## src/rtl/wb_track.sv

```systemverilog
`default_nettype none
// ---------------------------------------------------------------------------
// wb_track : dual-lane writeback tracker feeding the issue-stage bypass
//            network with per-stage (E, M1, M2, M3) forwarding records.
// Revision : 1.0
// ---------------------------------------------------------------------------
module wb_track #(
  parameter int NLANE = 2,
  parameter int DW    = 32
) (
  input  logic                            clk,
  input  logic                            reset,
  input  logic                            stall,
  input  logic [NLANE-1:0]                iss_valid,
  input  logic [NLANE-1:0]                iss_regwrite,
  input  logic [NLANE-1:0][4:0]           iss_rdst,
  input  logic [NLANE-1:0]                iss_delayed,
  input  logic [NLANE-1:0][DW-1:0]        e_result,
  input  logic [NLANE-1:0]                late_valid,
  input  logic [NLANE-1:0][DW-1:0]        late_data,
  input  logic                            flush_e,
  input  logic                            flush_m1,
  output logic [4*NLANE-1:0]              byp_regwrite,
  output logic [4*NLANE-1:0][4:0]         byp_rdst,
  output logic [4*NLANE-1:0]              byp_pending,
  output logic [4*NLANE-1:0][DW-1:0]      byp_data,
  output logic                            m2_wait,
  output logic [2:0]                      pend_cnt
);

  localparam int NSTG = 4;
  localparam int ST_E  = 0;
  localparam int ST_M1 = 1;
  localparam int ST_M2 = 2;
  localparam int ST_M3 = 3;

  logic [NSTG-1:0][NLANE-1:0]         rw_q,   rw_d;
  logic [NSTG-1:0][NLANE-1:0]         pend_q, pend_d;
  logic [NSTG-1:0][NLANE-1:0][4:0]    rdst_q, rdst_d;
  logic [NSTG-1:0][NLANE-1:0][DW-1:0] data_q, data_d;

  logic             hold;
  logic [NLANE-1:0] issue_rw;

  always_ff @(posedge clk or posedge reset) begin
    if (reset) begin
      rw_q   <= '0;
      pend_q <= '0;
      rdst_q <= '0;
      data_q <= '0;
    end else begin
      rw_q   <= rw_d;
      pend_q <= pend_d;
      rdst_q <= rdst_d;
      data_q <= data_d;
    end
  end

  always_comb begin
    hold   = stall | m2_wait;
    rw_d   = rw_q;
    pend_d = pend_q;
    rdst_d = rdst_q;
    data_d = data_q;
    for (int l = 0; l < NLANE; l++) begin
      issue_rw[l] = iss_valid[l] & iss_regwrite[l] & (iss_rdst[l] != 5'd0);
    end

    // In-place capture only matters while M2 is held; on advance M3 takes late_data directly
    for (int l = 0; l < NLANE; l++) begin
      if (pend_q[ST_M2][l] && late_valid[l]) begin
        pend_d[ST_M2][l] = 1'b0;
        data_d[ST_M2][l] = late_data[l];
      end
    end

    if (!hold) begin
      for (int l = 0; l < NLANE; l++) begin
        rw_d[ST_E][l]   = issue_rw[l];
        pend_d[ST_E][l] = issue_rw[l] & iss_delayed[l];
        rdst_d[ST_E][l] = issue_rw[l] ? iss_rdst[l] : 5'd0;
        data_d[ST_E][l] = '0;

        rw_d[ST_M1][l]   = rw_q[ST_E][l];
        pend_d[ST_M1][l] = pend_q[ST_E][l];
        rdst_d[ST_M1][l] = rdst_q[ST_E][l];
        data_d[ST_M1][l] = (rw_q[ST_E][l] && !pend_q[ST_E][l]) ? e_result[l] : '0;

        rw_d[ST_M2][l]   = rw_q[ST_M1][l];
        pend_d[ST_M2][l] = pend_q[ST_M1][l];
        rdst_d[ST_M2][l] = rdst_q[ST_M1][l];
        data_d[ST_M2][l] = data_q[ST_M1][l];

        rw_d[ST_M3][l]   = rw_q[ST_M2][l];
        pend_d[ST_M3][l] = 1'b0;
        rdst_d[ST_M3][l] = rdst_q[ST_M2][l];
        data_d[ST_M3][l] = pend_q[ST_M2][l] ? late_data[l] : data_q[ST_M2][l];
      end
    end

    for (int l = 0; l < NLANE; l++) begin
      if (flush_e || flush_m1) begin
        rw_d[ST_E][l]   = 1'b0;
        pend_d[ST_E][l] = 1'b0;
        rdst_d[ST_E][l] = 5'd0;
        data_d[ST_E][l] = '0;
      end
      if (flush_m1 || (flush_e && !hold)) begin
        rw_d[ST_M1][l]   = 1'b0;
        pend_d[ST_M1][l] = 1'b0;
        rdst_d[ST_M1][l] = 5'd0;
        data_d[ST_M1][l] = '0;
      end
      if (flush_m1 && !hold) begin
        rw_d[ST_M2][l]   = 1'b0;
        pend_d[ST_M2][l] = 1'b0;
        rdst_d[ST_M2][l] = 5'd0;
        data_d[ST_M2][l] = '0;
      end
    end
  end

  always_comb begin
    byp_regwrite = '0;
    byp_rdst     = '0;
    byp_pending  = '0;
    byp_data     = '0;
    for (int s = 0; s < NSTG; s++) begin
      for (int l = 0; l < NLANE; l++) begin
        byp_regwrite[s*NLANE+l] = rw_q[s][l];
        byp_rdst[s*NLANE+l]     = rdst_q[s][l];
        byp_pending[s*NLANE+l]  = pend_q[s][l];
        if (s == ST_E) begin
          byp_data[s*NLANE+l] = (rw_q[s][l] && !pend_q[s][l]) ? e_result[l] : '0;
        end else begin
          byp_data[s*NLANE+l] = data_q[s][l];
        end
      end
    end
  end

  assign m2_wait = |(pend_q[ST_M2] & ~late_valid);

  always_comb begin
    pend_cnt = 3'd0;
    for (int s = ST_E; s <= ST_M2; s++) begin
      for (int l = 0; l < NLANE; l++) begin
        pend_cnt = pend_cnt + 3'(pend_q[s][l]);
      end
    end
  end

endmodule
`default_nettype wire

```

## config.mk

```make
export PLATFORM = sky130hd
export DESIGN_NAME = wb_track
export DESIGN_NICKNAME = d
export VERILOG_FILES = /design/src/rtl/wb_track.sv
export SDC_FILE = /design/constraint.sdc
export NUM_CORES = 1
export LEC_CHECK = 0
export ABC_AREA = 1
export CAP_MARGIN = 20
export CORE_AREA = 2 2 184 186
export DETAILED_ROUTE_END_ITERATION = 8
export DIE_AREA = 0 0 186 188
export PLACE_DENSITY = 0.66
export SLEW_MARGIN = 20
export SYNTH_ARGS = -nofsm -noshare
export SYNTH_HDL_FRONTEND = slang
export SYNTH_SLANG_ARGS = --single-unit
```

## constraint.sdc

```tcl
create_clock -name clk -period 12.45 [get_ports clk]
set_clock_uncertainty 0.15 [all_clocks]
set_input_delay 2.49 -clock clk [delete_from_list [all_inputs] [get_ports clk]]
set_output_delay 2.49 -clock clk [all_outputs]
set_load 0.03 [all_outputs]
```

==> out/qor.yml <==
status: "complete, no violations"
die_height_um: 188
setup_tns_ps: 0
ys_seq_area_share_pct: 54.4
dominantRegCellSynth: "sky130_fd_sc_hd__dfrtp_1"
critical_path.max_fanout: 4
slew_headroom_pct: 35.0
worstPathArrival_ps: 3880
num_vias: 10603
post-place-ws_ps: 5900
hpwl_um: 27800
worst_path_largest_cell_delay_ps: 690
worst-r2r-setup-slack_ps: 8840
worst_setup_path_endpoint: "m2_wait"
p_leak_nw: 7.99
cp_data_required_time_ps: 9810
reg_to_reg_endpoint: "byp_data[151]"
timing.critical_path.depth: 5
rows: 67
tritoncts.num_buffers: 29
cellPowerDensity_nw_per_um2: 121
finalWirelength_um: 40300
place.detailed.instances: 2198
post_cts_buffers: 0
total_power_mw: 2.07
period_minus_slack_ps: 6520
syn_area_um2: 11300
dr.first_iter.drc_count: 582
end_kind: "output port"
floorplan.die_area_um2: 35000
critical_path_cell_by_cell: "clkdlybuf4s50_1, inv_1, nand2_4, nand2_1, clkdlybuf4s50_1"
grt_pass1_vias: 10608
clockBufferDepth: 3
yosys_register_bits: 246
finalHoldViolCount: 0
worst_setup_hold_path_clk_slew_ps: 60
cts-resized-gates: 0
drt-met1-wl_um: 16300
setup_viol: 0
met2_length_um: 19300
max_capacitance_violation_count: 0
timing.setup.critical_path_class: "input port to output port"
gp_congestion: 0.839
pin_count: 467
grt_first_pass_wirelength_um: 61100
layout.cells.non_filler: 2252
antenna_violations_before_repair: 2
proportion_of_layout_cells_with_a_drive_suffix_above_1_pct: 5.99
drc_errors: 0
startpoint: "late_valid[0]"
clk-insertion-delay-late_ps: 550
hold_buffers: 0
yosysWarningCount: 0
setup.worst_path.start_class: "input port"
count_of_fill_cells_added_during_filler_insertion: 3054
wire_per_inst_um: 17.9
path_delay_family: "buffers and inverters"
dr.pass1.iters: 4
r2r_cells: 8
synth_top_cell_by_area: "sky130_fd_sc_hd__dfrtp_1"
floorplan.initialDensity_pct: 34.2
top_cell_type_s_share_of_synthesized_area_pct: 54.4
overflow: 0
synth_cell_types: 24
antenna_violating_nets_post_route: 0
crit_top_cell: "sky130_fd_sc_hd__clkdlybuf4s50_1"
tritoncts_clock_tree: "yes"
nets: 1936
tightest_slew_ps: 975
avg_inst_size_synth_um2: 8.33
ys_async_sr_fraction_pct: 100
top_layer: "met4"
grt_max_degree: 127
met3_length_um: 3500
ir_worst_vdd_v: 0.0000926
setup_slack_ps: 5930
fmax_mhz: 153
io_buffers: 464
hold-worst-slack_ps: 328
dominant_cell_by_count_in_the_synthesized_netlist: "sky130_fd_sc_hd__nand2_1"
ys_top_cells_by_count: "sky130_fd_sc_hd__nand2_1, sky130_fd_sc_hd__dfrtp_1, sky130_fd_sc_hd__inv_1"
gr-usage-all-layers_pct: 22.5
viasPerCell: 4.71
synth_edf_count: 0
cts_sinks: 246
drv_slew: 0
worst_path_max_delay_cell: "sky130_fd_sc_hd__clkdlybuf4s50_1"
ys_top_cells_by_area: "sky130_fd_sc_hd__dfrtp_1, sky130_fd_sc_hd__nand2_1, sky130_fd_sc_hd__inv_1, sky130_fd_sc_hd__nor2_1, sky130_fd_sc_hd__o21ai_0"
rsz0062_at_grt: "false"
htree_num_levels: 1
core_um2: 33100
synthesis.instances: 1359
area_growth_syn_to_layout_pct: 51.5
rr_startpoint: "byp_pending[4]"
die_w_um: 186
holdCritPathClass: "register to register"
post-route-period-util_pct: 52.4
root_buffer: "sky130_fd_sc_hd__clkbuf_16"
timing.critical_path.buf_inv: 3
==> worst reg2reg max path, stage by stage, from the launching register on <==
cell and delay, ps:
sky130_fd_sc_hd__dfrtp_2 340, sky130_fd_sc_hd__buf_4 460, sky130_fd_sc_hd__nand2_4 140, sky130_fd_sc_hd__nand3_4 450
sky130_fd_sc_hd__buf_4 690, sky130_fd_sc_hd__buf_4 860, sky130_fd_sc_hd__o21ai_0 230, sky130_fd_sc_hd__nand2_1 110
sky130_fd_sc_hd__nand2_1 60
==> placed cells by master, fill, tap and decap left out, types with 15 or more instances in the layout <==
cell and instances:
sky130_fd_sc_hd__o31ai_2 36, sky130_fd_sc_hd__o21ai_0 95, sky130_fd_sc_hd__clkdlybuf4s50_1 464, sky130_fd_sc_hd__o22ai_1 67, sky130_fd_sc_hd__inv_1 162, sky130_fd_sc_hd__nand2_1 433
sky130_fd_sc_hd__nor2_1 135, sky130_fd_sc_hd__dfrtp_1 245, sky130_fd_sc_hd__nand3_1 39, sky130_fd_sc_hd__clkbuf_16 29, sky130_fd_sc_hd__buf_4 15, sky130_fd_sc_hd__o31ai_1 31
==> worst min path at each step <==
stage | start | to | slack (ps) | cells past startpoint
finish | byp_data[194] | byp_data[194] | 330 | 2
global route | byp_data[198] | byp_data[198] | 350 | 2
detailed placement | byp_data[194] | byp_data[194] | 320 | 2
CTS | byp_data[194] | byp_data[194] | 330 | 2
global placement | byp_data[250] | byp_data[250] | 310 | 2
floorplan | byp_rdst[31] | byp_rdst[31] | 510 | 2
==> where the power goes <==
part	switching, mW	total (mW)	internal (mW)
Sequential	0.0273	0.866	0.839
Combinational	0.214	0.362	0.148
Clock	0.344	0.841	0.498
Total	0.585	2.07	1.48
==> cell families after synthesis <==
kind of cell               after synthesis  share of synthesized area, %
other                                    1                        0.0331
AOI/OAI and AO/OA                      233                          14.1
adders and majority gates                4                         0.641
and+or+nand+nor                        618                          21.3
DFF                                    246                          54.4
buffers and inverters                  257                          9.53
==> routing by layer <==
metal	GRT usage [%]	up-vias
li1	-	5155
met1	27.7	4985
met2	37.5	391
met3	6.56	72
met4	7.48	0
met5	0	-
==> state kept, by name (all words and copies together), names as in the netlist <==
register and cells:
byp_pending 6, byp_regwrite 8, byp_data 192, byp_rdst 40
==> metrics by stage <==
| stage | area, um^2 | util [%] |
|---|---|---|
| 5_1_grt | 17100 | 51.8 |
| 6_report | 17100 | 51.8 |
| 4_1_cts | 17100 | 51.8 |
| 3_5_place_dp | 16200 | 49.0 |
| 2_1_floorplan | 11300 | - |
| 3_3_place_gp | 16200 | 49.0 |
==> final cells by class <==
| type | instances | area [um^2] | area share, % |
|---|---|---|---|
| antenna | 2 | 5.00 | 0.0292 |
| timing repair buffer | 479 | 4760 | 27.7 |
| tap | 448 | 561 | 3.27 |
| clock buffer | 41 | 821 | 4.79 |
| multi-input combinational | 857 | 4100 | 23.9 |
| clock inverter | 11 | 113 | 0.657 |
| sequential | 246 | 6160 | 35.9 |
| inverter | 168 | 638 | 3.72 |
(Power assumes the default switching activity.)
